### src/rtl/dds_modulator_pkg.sv
// dds_modulator_pkg
// Shared constants and types for the DDS modulator register bank.
//   REG_CTRL           word index of the control register
//   CTRL_*_BIT         bit positions inside CTRL
//   CTRL_WR_MASK       CTRL bits that a write may store (COMMIT and PEND are not storable)
//   axi_resp_t         AXI response encodings used by the bank
//   merge_bytes()      byte-lane merge of a write into an existing word
// Optional feature macro used by the bank: DDS_REGBANK_FRAMECNT_EN
package dds_modulator_pkg;

  localparam int REG_CTRL        = 0;
  localparam int CTRL_EN_BIT     = 0;
  localparam int CTRL_DBG_BIT    = 1;
  localparam int CTRL_COMMIT_BIT = 2;
  localparam int CTRL_PEND_BIT   = 31;

  // COMMIT is a write-1 strobe and PEND is a live status bit, so neither is
  // ever kept in the stored CTRL word.
  localparam logic [31:0] CTRL_WR_MASK =
    ~((32'd1 << CTRL_COMMIT_BIT) | (32'd1 << CTRL_PEND_BIT));

  typedef enum logic [1:0] {
    RESP_OKAY   = 2'b00,
    RESP_SLVERR = 2'b10
  } axi_resp_t;

  // Replace only the bytes whose strobe is set.
  function automatic logic [31:0] merge_bytes(input logic [31:0] old_word,
                                              input logic [31:0] new_word,
                                              input logic [3:0]  strb);
    logic [31:0] result;
    result = old_word;
    for (int b = 0; b < 4; b++) begin
      if (strb[b]) begin
        result[8*b +: 8] = new_word[8*b +: 8];
      end
    end
    return result;
  endfunction

endpackage

### src/rtl/axi_lite_wr_hold.sv
// axi_lite_wr_hold
// AXI4-lite write channel front end: captures AW and W independently into
// one-deep holds, presents a single-cycle write strobe once both are held,
// and returns the B response the cycle after.
// Ports:
//   clk, reset               clock, synchronous active-high reset
//   awaddr/awvalid/awready   write address channel
//   wdata/wstrb/wvalid/wready write data channel
//   bresp/bvalid/bready      write response channel
//   wr_en                    write executes this cycle (both holds full)
//   wr_addr/wr_data/wr_strb  held address, data and strobes
//   wr_resp                  response for the write, decided by the bank
module axi_lite_wr_hold #(
  parameter int ADDR_W = 8
) (
  input  logic              clk,
  input  logic              reset,
  input  logic [ADDR_W-1:0] awaddr,
  input  logic              awvalid,
  output logic              awready,
  input  logic [31:0]       wdata,
  input  logic [3:0]        wstrb,
  input  logic              wvalid,
  output logic              wready,
  output logic [1:0]        bresp,
  output logic              bvalid,
  input  logic              bready,
  output logic              wr_en,
  output logic [ADDR_W-1:0] wr_addr,
  output logic [31:0]       wr_data,
  output logic [3:0]        wr_strb,
  input  logic [1:0]        wr_resp
);
  import dds_modulator_pkg::*;

  logic aw_held;
  logic w_held;
  logic accept_en;

  // Readies stay low while in reset; accept_en lifts them the cycle after.
  assign awready = accept_en & ~aw_held & ~bvalid;
  assign wready  = accept_en & ~w_held & ~bvalid;
  assign wr_en   = aw_held & w_held;

  // Hold capture, write completion and response handshake. Once both holds
  // are full the readies are already low, so a capture never coincides
  // with the write that empties the holds.
  always_ff @(posedge clk) begin
    if (reset) begin
      accept_en <= 1'b0;
      aw_held   <= 1'b0;
      w_held    <= 1'b0;
      wr_addr   <= '0;
      wr_data   <= '0;
      wr_strb   <= '0;
      bvalid    <= 1'b0;
      bresp     <= RESP_OKAY;
    end else begin
      accept_en <= 1'b1;
      if (awvalid && awready) begin
        aw_held <= 1'b1;
        wr_addr <= awaddr;
      end
      if (wvalid && wready) begin
        w_held  <= 1'b1;
        wr_data <= wdata;
        wr_strb <= wstrb;
      end
      if (wr_en) begin
        aw_held <= 1'b0;
        w_held  <= 1'b0;
        bvalid  <= 1'b1;
        bresp   <= wr_resp;
      end else if (bvalid && bready) begin
        bvalid <= 1'b0;
      end
    end
  end

endmodule

### src/rtl/axi_lite_dds_shadow_regbank.sv
// axi_lite_dds_shadow_regbank
// AXI4-lite register bank for the DDS modulator with shadow/active double
// buffering. CTRL (reg 0) is written straight to the active image; regs
// 1..NUM_REGS-1 are written to the shadow image and copied to active in one
// cycle on commit (at a frame end, or immediately when EN is low).
// Ports:
//   S_AXI_CLK, S_AXI_RESET   clock, synchronous active-high reset
//   S_AXI_AW*/W*/B*          AXI4-lite write channels
//   S_AXI_AR*/R*             AXI4-lite read channels
//   frame_end_i              one-cycle frame boundary pulse from the modulator
//   config_o                 active register image, reg k at [32k+31:32k]
//   pending_o                shadow image awaits commit
// Optional feature: define DDS_REGBANK_FRAMECNT_EN to add a read-only frame
// counter at word index NUM_REGS.
module axi_lite_dds_shadow_regbank #(
  parameter int                         NUM_REGS = 8,
  parameter int                         ADDR_W   = 8,
  parameter logic [NUM_REGS-1:0][31:0]  RST_VAL  = '0
) (
  input  logic                    S_AXI_CLK,
  input  logic                    S_AXI_RESET,
  input  logic [ADDR_W-1:0]       S_AXI_AWADDR,
  input  logic                    S_AXI_AWVALID,
  output logic                    S_AXI_AWREADY,
  input  logic [31:0]             S_AXI_WDATA,
  input  logic [3:0]              S_AXI_WSTRB,
  input  logic                    S_AXI_WVALID,
  output logic                    S_AXI_WREADY,
  output logic [1:0]              S_AXI_BRESP,
  output logic                    S_AXI_BVALID,
  input  logic                    S_AXI_BREADY,
  input  logic [ADDR_W-1:0]       S_AXI_ARADDR,
  input  logic                    S_AXI_ARVALID,
  output logic                    S_AXI_ARREADY,
  output logic [31:0]             S_AXI_RDATA,
  output logic [1:0]              S_AXI_RRESP,
  output logic                    S_AXI_RVALID,
  input  logic                    S_AXI_RREADY,
  input  logic                    frame_end_i,
  output logic [NUM_REGS*32-1:0]  config_o,
  output logic                    pending_o
);
  import dds_modulator_pkg::*;

  logic [31:0]       shadow_regs [NUM_REGS];
  logic [31:0]       active_regs [NUM_REGS];
  logic              pending;

  logic              wr_en;
  logic [ADDR_W-1:0] wr_addr;
  logic [31:0]       wr_data;
  logic [3:0]        wr_strb;
  logic [1:0]        wr_resp;
  logic [31:0]       wr_idx;
  logic              wr_in_range;
  logic              wr_is_ctrl;
  logic [31:0]       ctrl_wr_word;
  logic              commit_req;
  logic              commit_fire;

  logic [31:0]       rd_idx;
  logic [31:0]       rd_word;
  axi_resp_t         rd_resp;
  logic              ar_fire;
  logic              ar_accept_en;
  logic              unused_addr_bits;

  axi_lite_wr_hold #(
    .ADDR_W (ADDR_W)
  ) u_wr_hold (
    .clk     (S_AXI_CLK),
    .reset   (S_AXI_RESET),
    .awaddr  (S_AXI_AWADDR),
    .awvalid (S_AXI_AWVALID),
    .awready (S_AXI_AWREADY),
    .wdata   (S_AXI_WDATA),
    .wstrb   (S_AXI_WSTRB),
    .wvalid  (S_AXI_WVALID),
    .wready  (S_AXI_WREADY),
    .bresp   (S_AXI_BRESP),
    .bvalid  (S_AXI_BVALID),
    .bready  (S_AXI_BREADY),
    .wr_en   (wr_en),
    .wr_addr (wr_addr),
    .wr_data (wr_data),
    .wr_strb (wr_strb),
    .wr_resp (wr_resp)
  );

  // The byte offset within a word has no meaning for this bank.
  assign unused_addr_bits = ^{wr_addr[1:0], S_AXI_ARADDR[1:0]};

  assign wr_idx      = 32'(wr_addr[ADDR_W-1:2]);
  assign rd_idx      = 32'(S_AXI_ARADDR[ADDR_W-1:2]);
  assign wr_in_range = wr_idx < $unsigned(NUM_REGS);
  assign wr_is_ctrl  = wr_idx == $unsigned(REG_CTRL);
  assign wr_resp     = wr_in_range ? RESP_OKAY : RESP_SLVERR;

  // Non-storable CTRL bits keep their previous value regardless of the data.
  assign ctrl_wr_word = merge_bytes(active_regs[REG_CTRL],
                                    (wr_data & CTRL_WR_MASK) |
                                    (active_regs[REG_CTRL] & ~CTRL_WR_MASK),
                                    wr_strb);

  assign commit_req  = wr_en & wr_is_ctrl & wr_strb[0] & wr_data[CTRL_COMMIT_BIT];
  assign commit_fire = pending &
                       (frame_end_i | ~active_regs[REG_CTRL][CTRL_EN_BIT]);

  // Register images and commit. Non-blocking updates mean a shadow write in
  // the commit cycle stays in shadow while active takes the old value.
  // A COMMIT written while already pending changes nothing.
  always_ff @(posedge S_AXI_CLK) begin
    if (S_AXI_RESET) begin
      for (int k = 0; k < NUM_REGS; k++) begin
        shadow_regs[k] <= RST_VAL[k];
        active_regs[k] <= RST_VAL[k];
      end
      pending <= 1'b0;
    end else begin
      if (commit_fire) begin
        for (int k = 1; k < NUM_REGS; k++) begin
          active_regs[k] <= shadow_regs[k];
        end
        pending <= 1'b0;
      end else if (commit_req) begin
        pending <= 1'b1;
      end
      if (wr_en && wr_in_range) begin
        if (wr_is_ctrl) begin
          active_regs[REG_CTRL] <= ctrl_wr_word;
        end else begin
          for (int k = 1; k < NUM_REGS; k++) begin
            if (wr_idx == 32'(k)) begin
              shadow_regs[k] <= merge_bytes(shadow_regs[k], wr_data, wr_strb);
            end
          end
        end
      end
    end
  end

`ifdef DDS_REGBANK_FRAMECNT_EN
  logic [31:0] frame_cnt;
  logic        en_rise;

  // EN can only rise through a CTRL write with lane 0 enabled.
  assign en_rise = wr_en & wr_is_ctrl & wr_strb[0] & wr_data[CTRL_EN_BIT] &
                   ~active_regs[REG_CTRL][CTRL_EN_BIT];

  // Frames seen while enabled; the counter wraps naturally at 2^32.
  always_ff @(posedge S_AXI_CLK) begin
    if (S_AXI_RESET) begin
      frame_cnt <= '0;
    end else if (en_rise) begin
      frame_cnt <= '0;
    end else if (frame_end_i && active_regs[REG_CTRL][CTRL_EN_BIT]) begin
      frame_cnt <= frame_cnt + 32'd1;
    end
  end
`endif

  // Read data selection: CTRL reports the live pending flag in its top bit,
  // configuration registers report what software wrote (the shadow copy).
  always_comb begin
    rd_word = '0;
    rd_resp = RESP_SLVERR;
    for (int k = 0; k < NUM_REGS; k++) begin
      if (rd_idx == 32'(k)) begin
        rd_resp = RESP_OKAY;
        if (k == REG_CTRL) begin
          rd_word                = active_regs[REG_CTRL];
          rd_word[CTRL_PEND_BIT] = pending;
        end else begin
          rd_word = shadow_regs[k];
        end
      end
    end
`ifdef DDS_REGBANK_FRAMECNT_EN
    if (rd_idx == $unsigned(NUM_REGS)) begin
      rd_resp = RESP_OKAY;
      rd_word = frame_cnt;
    end
`endif
  end

  assign S_AXI_ARREADY = ar_accept_en & ~S_AXI_RVALID;
  assign ar_fire       = S_AXI_ARVALID & S_AXI_ARREADY;

  // Registered read response, held until the master takes it.
  always_ff @(posedge S_AXI_CLK) begin
    if (S_AXI_RESET) begin
      ar_accept_en <= 1'b0;
      S_AXI_RVALID <= 1'b0;
      S_AXI_RDATA  <= '0;
      S_AXI_RRESP  <= RESP_OKAY;
    end else begin
      ar_accept_en <= 1'b1;
      if (ar_fire) begin
        S_AXI_RVALID <= 1'b1;
        S_AXI_RDATA  <= rd_word;
        S_AXI_RRESP  <= rd_resp;
      end else if (S_AXI_RVALID && S_AXI_RREADY) begin
        S_AXI_RVALID <= 1'b0;
      end
    end
  end

  for (genvar g = 0; g < NUM_REGS; g++) begin : g_config
    assign config_o[32*g +: 32] = active_regs[g];
  end

  assign pending_o = pending;

endmodule

### config.mk
export PLATFORM = sky130hd
export DESIGN_NAME = axi_lite_dds_shadow_regbank
export DESIGN_NICKNAME = d
export VERILOG_FILES = /design/src/rtl/dds_modulator_pkg.sv /design/src/rtl/axi_lite_wr_hold.sv /design/src/rtl/axi_lite_dds_shadow_regbank.sv
export SDC_FILE = /design/constraint.sdc
export NUM_CORES = 1
export LEC_CHECK = 0
export CORE_MARGIN = 2
export CORE_UTILIZATION = 56
export CTS_BUF_LIST = sky130_fd_sc_hd__clkbuf_4 sky130_fd_sc_hd__clkbuf_8
export DETAILED_ROUTE_END_ITERATION = 8
export PLACE_DENSITY = 0.83
export SYNTH_ARGS = -nofsm -noshare
export SYNTH_HDL_FRONTEND = slang
export SYNTH_HIERARCHICAL = 1
export SYNTH_SLANG_ARGS = --single-unit
### constraint.sdc
create_clock -name S_AXI_CLK -period 7.37 [get_ports S_AXI_CLK]
set_clock_uncertainty 0.2 [all_clocks]
set_input_delay 1.474 -clock S_AXI_CLK [delete_from_list [all_inputs] [get_ports S_AXI_CLK]]
set_output_delay 1.474 -clock S_AXI_CLK [all_outputs]
set_load 0.01 [all_outputs]
==> implementation parameters <==
Parameter                              Value

Hold path
  Start point of the worst hold path ... S_AXI_RDATA[17]
  Hold Crit Class ... reg2reg

Clock network
  Clk pin slew, worst setup/hold paths ... 0.06 ns
  Number of sinks handled by clock tree synthesis ... between 500 and 600
  Clk Latency, worst-skew pair ... 0.66 ns
  Level count of the clock H-tree ... 3
  Buffers inserted during post-CTS setup optimization ... 0
  Library cell used as clock root buffer ... clkbuf_8
  Post_cts resized ... 0
  Cts bufs inserted ... 86
  Clock Path Buffers ... 3
  Number of buffers added to fix hold violations after cts ... 0
  Clock tree from TritonCTS ... done

Setup path
  Critical Path RT ... 7.73 ns
  Buffering stage count on the worst path with inverters included ... 2
  Crit start category ... primary input
  Dominant delay contributor by cell family on the critical path ... simple AND/OR/NAND/NOR gates
  Maximum single-stage delay on the critical path ... between 0.9 and 1 ns
  Cells traversed along the worst timing path ... buf_2, or4b_1, nor2_1, buf_4, a221oi_1, a211oi_1
  Critical path class ... in2reg
  Cell type of the slowest stage on the worst timing path ... or4b_1
  Crit. End Element ... flop
  FF-to-FF Start ... u_wr_hold/aw_held
  Maximum fanout count along the critical path ... 31
  Critical path data arrival time ... 4.65 ns
  Start point of the critical path ... S_AXI_ARADDR[4]

Synthesis
  Count of synthesis-stage warnings from yosys ... 6
  Syn_area_per_cell ... approximately 14 µm²
  Number of standard cells after synthesis ... ~1700
  Post-synthesis cell area ... 0.0228 mm²

Detailed routing
  Post-DR vias/cell ... approximately 6.0
  Number of design rule violations left after detail routing ... 0
  Total wire length after detailed routing ... 67400 µm
  Detailed route wirelength on metal3 ... 7360 µm
  Length of routed wiring on met1 ... approximately 24000 µm
  Met2 routed wirelength ... 32300 µm
  Average wire length per cell after detail routing ... 25.8 µm
  Top routing layer in use ... met4
  Detailed-routing iteration count for the pre-antenna-repair pass ... 6
  Post-route ant nets ... 0
  Number of vias in the routed layout ... 15600
  Detailed Route Iter0 Violations ... 1700

STA
  Total count of hold-check failures in the final report ... 0
  Slew Limit Fails ... 0
  Final critical path time including I/O delays and setup ... 4.29 ns
  Maximum achievable frequency ... 0.233 GHz
  Setup repair after global routing missed its margin ... no
  Actual slew at the worst max-slew pin ... 1.32 ns
  Final clock period utilization by the worst path ... 0.583
  Remaining max-slew budget at the tightest pin ... 0.117
  Final setup TNS ... 0 ns
  Setup violations, final ... 0

Placed design
  Count of port buffers added during placement ... 350
  Final Wtd Congestion ... 0.959
  Detailed Place HPWL ... 45500 µm

Power and ir drop
  VDD IR max ... between 150 and 200 µV
  Areal power density over the cells ... 239 mW/mm²
  Static leakage ... 10.5 nW
  Overall power ... 0.00685 W

Global routing
  Pin count of the biggest net entering global routing ... 120
  Total routing resource utilization after global routing ... 0.318
  Number of global-route vias before repair ... ~15000
  Total global routing overflow ... 0
  First-pass GRT wire length ... 97200 µm
  Antenna violations before repair ... 0

Final layout
  Area growth syn-to-layout ... 25.5%
  Final layout net count ... 2075
  Layout cells sized above 1 ... 0.108
  Final core occ ... 0.716

Die
  Core region area ... 0.0400 mm²
  Die X ... 206 µm
  Height of the chip ... 206 µm
  Initial Utilization ... 0.571
  Die area ... roughly 0.042 mm²
  Number of cell rows ... 73
  Number of ports placed on the die boundary ... 358

Job
  Maxcap violations ... 0

Outcome
  Status ... finished, final reports clean
-- path summary, 6_finish.rpt --
kind                                     endpoint  cells past startpoint  slack (ns)
worst max register to register  active_regs[0][9]                      6        3.83
worst min register to register    S_AXI_RDATA[17]                      2        0.27
worst max-delay path               S_AXI_RDATA[4]                      6        3.08
worst min-delay path              S_AXI_RDATA[17]                      2        0.27
-- layout by cell type (no fill, tap or decap), drive strengths merged, types with 42 or more instances in the layout --
cell type,n
dfxtp,148
a22o,65
clkdlybuf4s50,346
mux2i,63
nor2,45
clkbuf,124
o21ai,42
nand2b,89
and2,356
edfxtp,414
-- layer usage --
metal  vias to the layer above  GRT usage
met5                         -          0
met4                         0      0.164
met3                       195     0.0922
met2                       987      0.514
met1                      7612      0.389
li1                       6805          -
-- layout make-up --
cell class	instances	area (µm²)
Tap cell	525	657
Multi-Input combinational cell	980	6940
Timing Repair Buffer	376	3680
Inverter	9	38.8
Clock inverter	34	373
Antenna cell	1	2.50
Fill cell	2601	11400
Sequential cell	562	15400
Clock buffer	124	1560
-- worst min-delay path: cells and delay by family (launching register included) --
kind,cells,cell delay (ns)
AOI/OAI and AO/OA,1,0.06
DFF,1,0.32
and+or+nand+nor,1,0.05
-- stage by stage --
step           hold WS [ns]  worst slack, ns  instance area [µm²]  std cells
2_1_floorplan         0.247             1.08                22900       1674
3_3_place_gp          0.258             2.70                26700       2452
3_5_place_dp          0.262             2.56                26700       2452
4_1_cts               0.278             3.24                28700       2610
5_1_grt               0.289             3.06                28700       2610
6_report              0.273             3.08                28700       2611
-- where the power goes --
group	switching (W)	internal, W
Combinational	0.000233	0.000172
Sequential	0.0000850	0.00349
Clock	0.00122	0.00165
-- registers in the layout (all words and copies together), names as in the netlist, 2 cells and up --
name / count
active_regs: 254
u_wr_hold/wr_data: 32
u_wr_hold/bresp: 2
shadow_regs: 224
u_wr_hold/wr_strb: 4
u_wr_hold/wr_addr: 6
S_AXI_RDATA: 32
(Power assumes the default switching activity.)
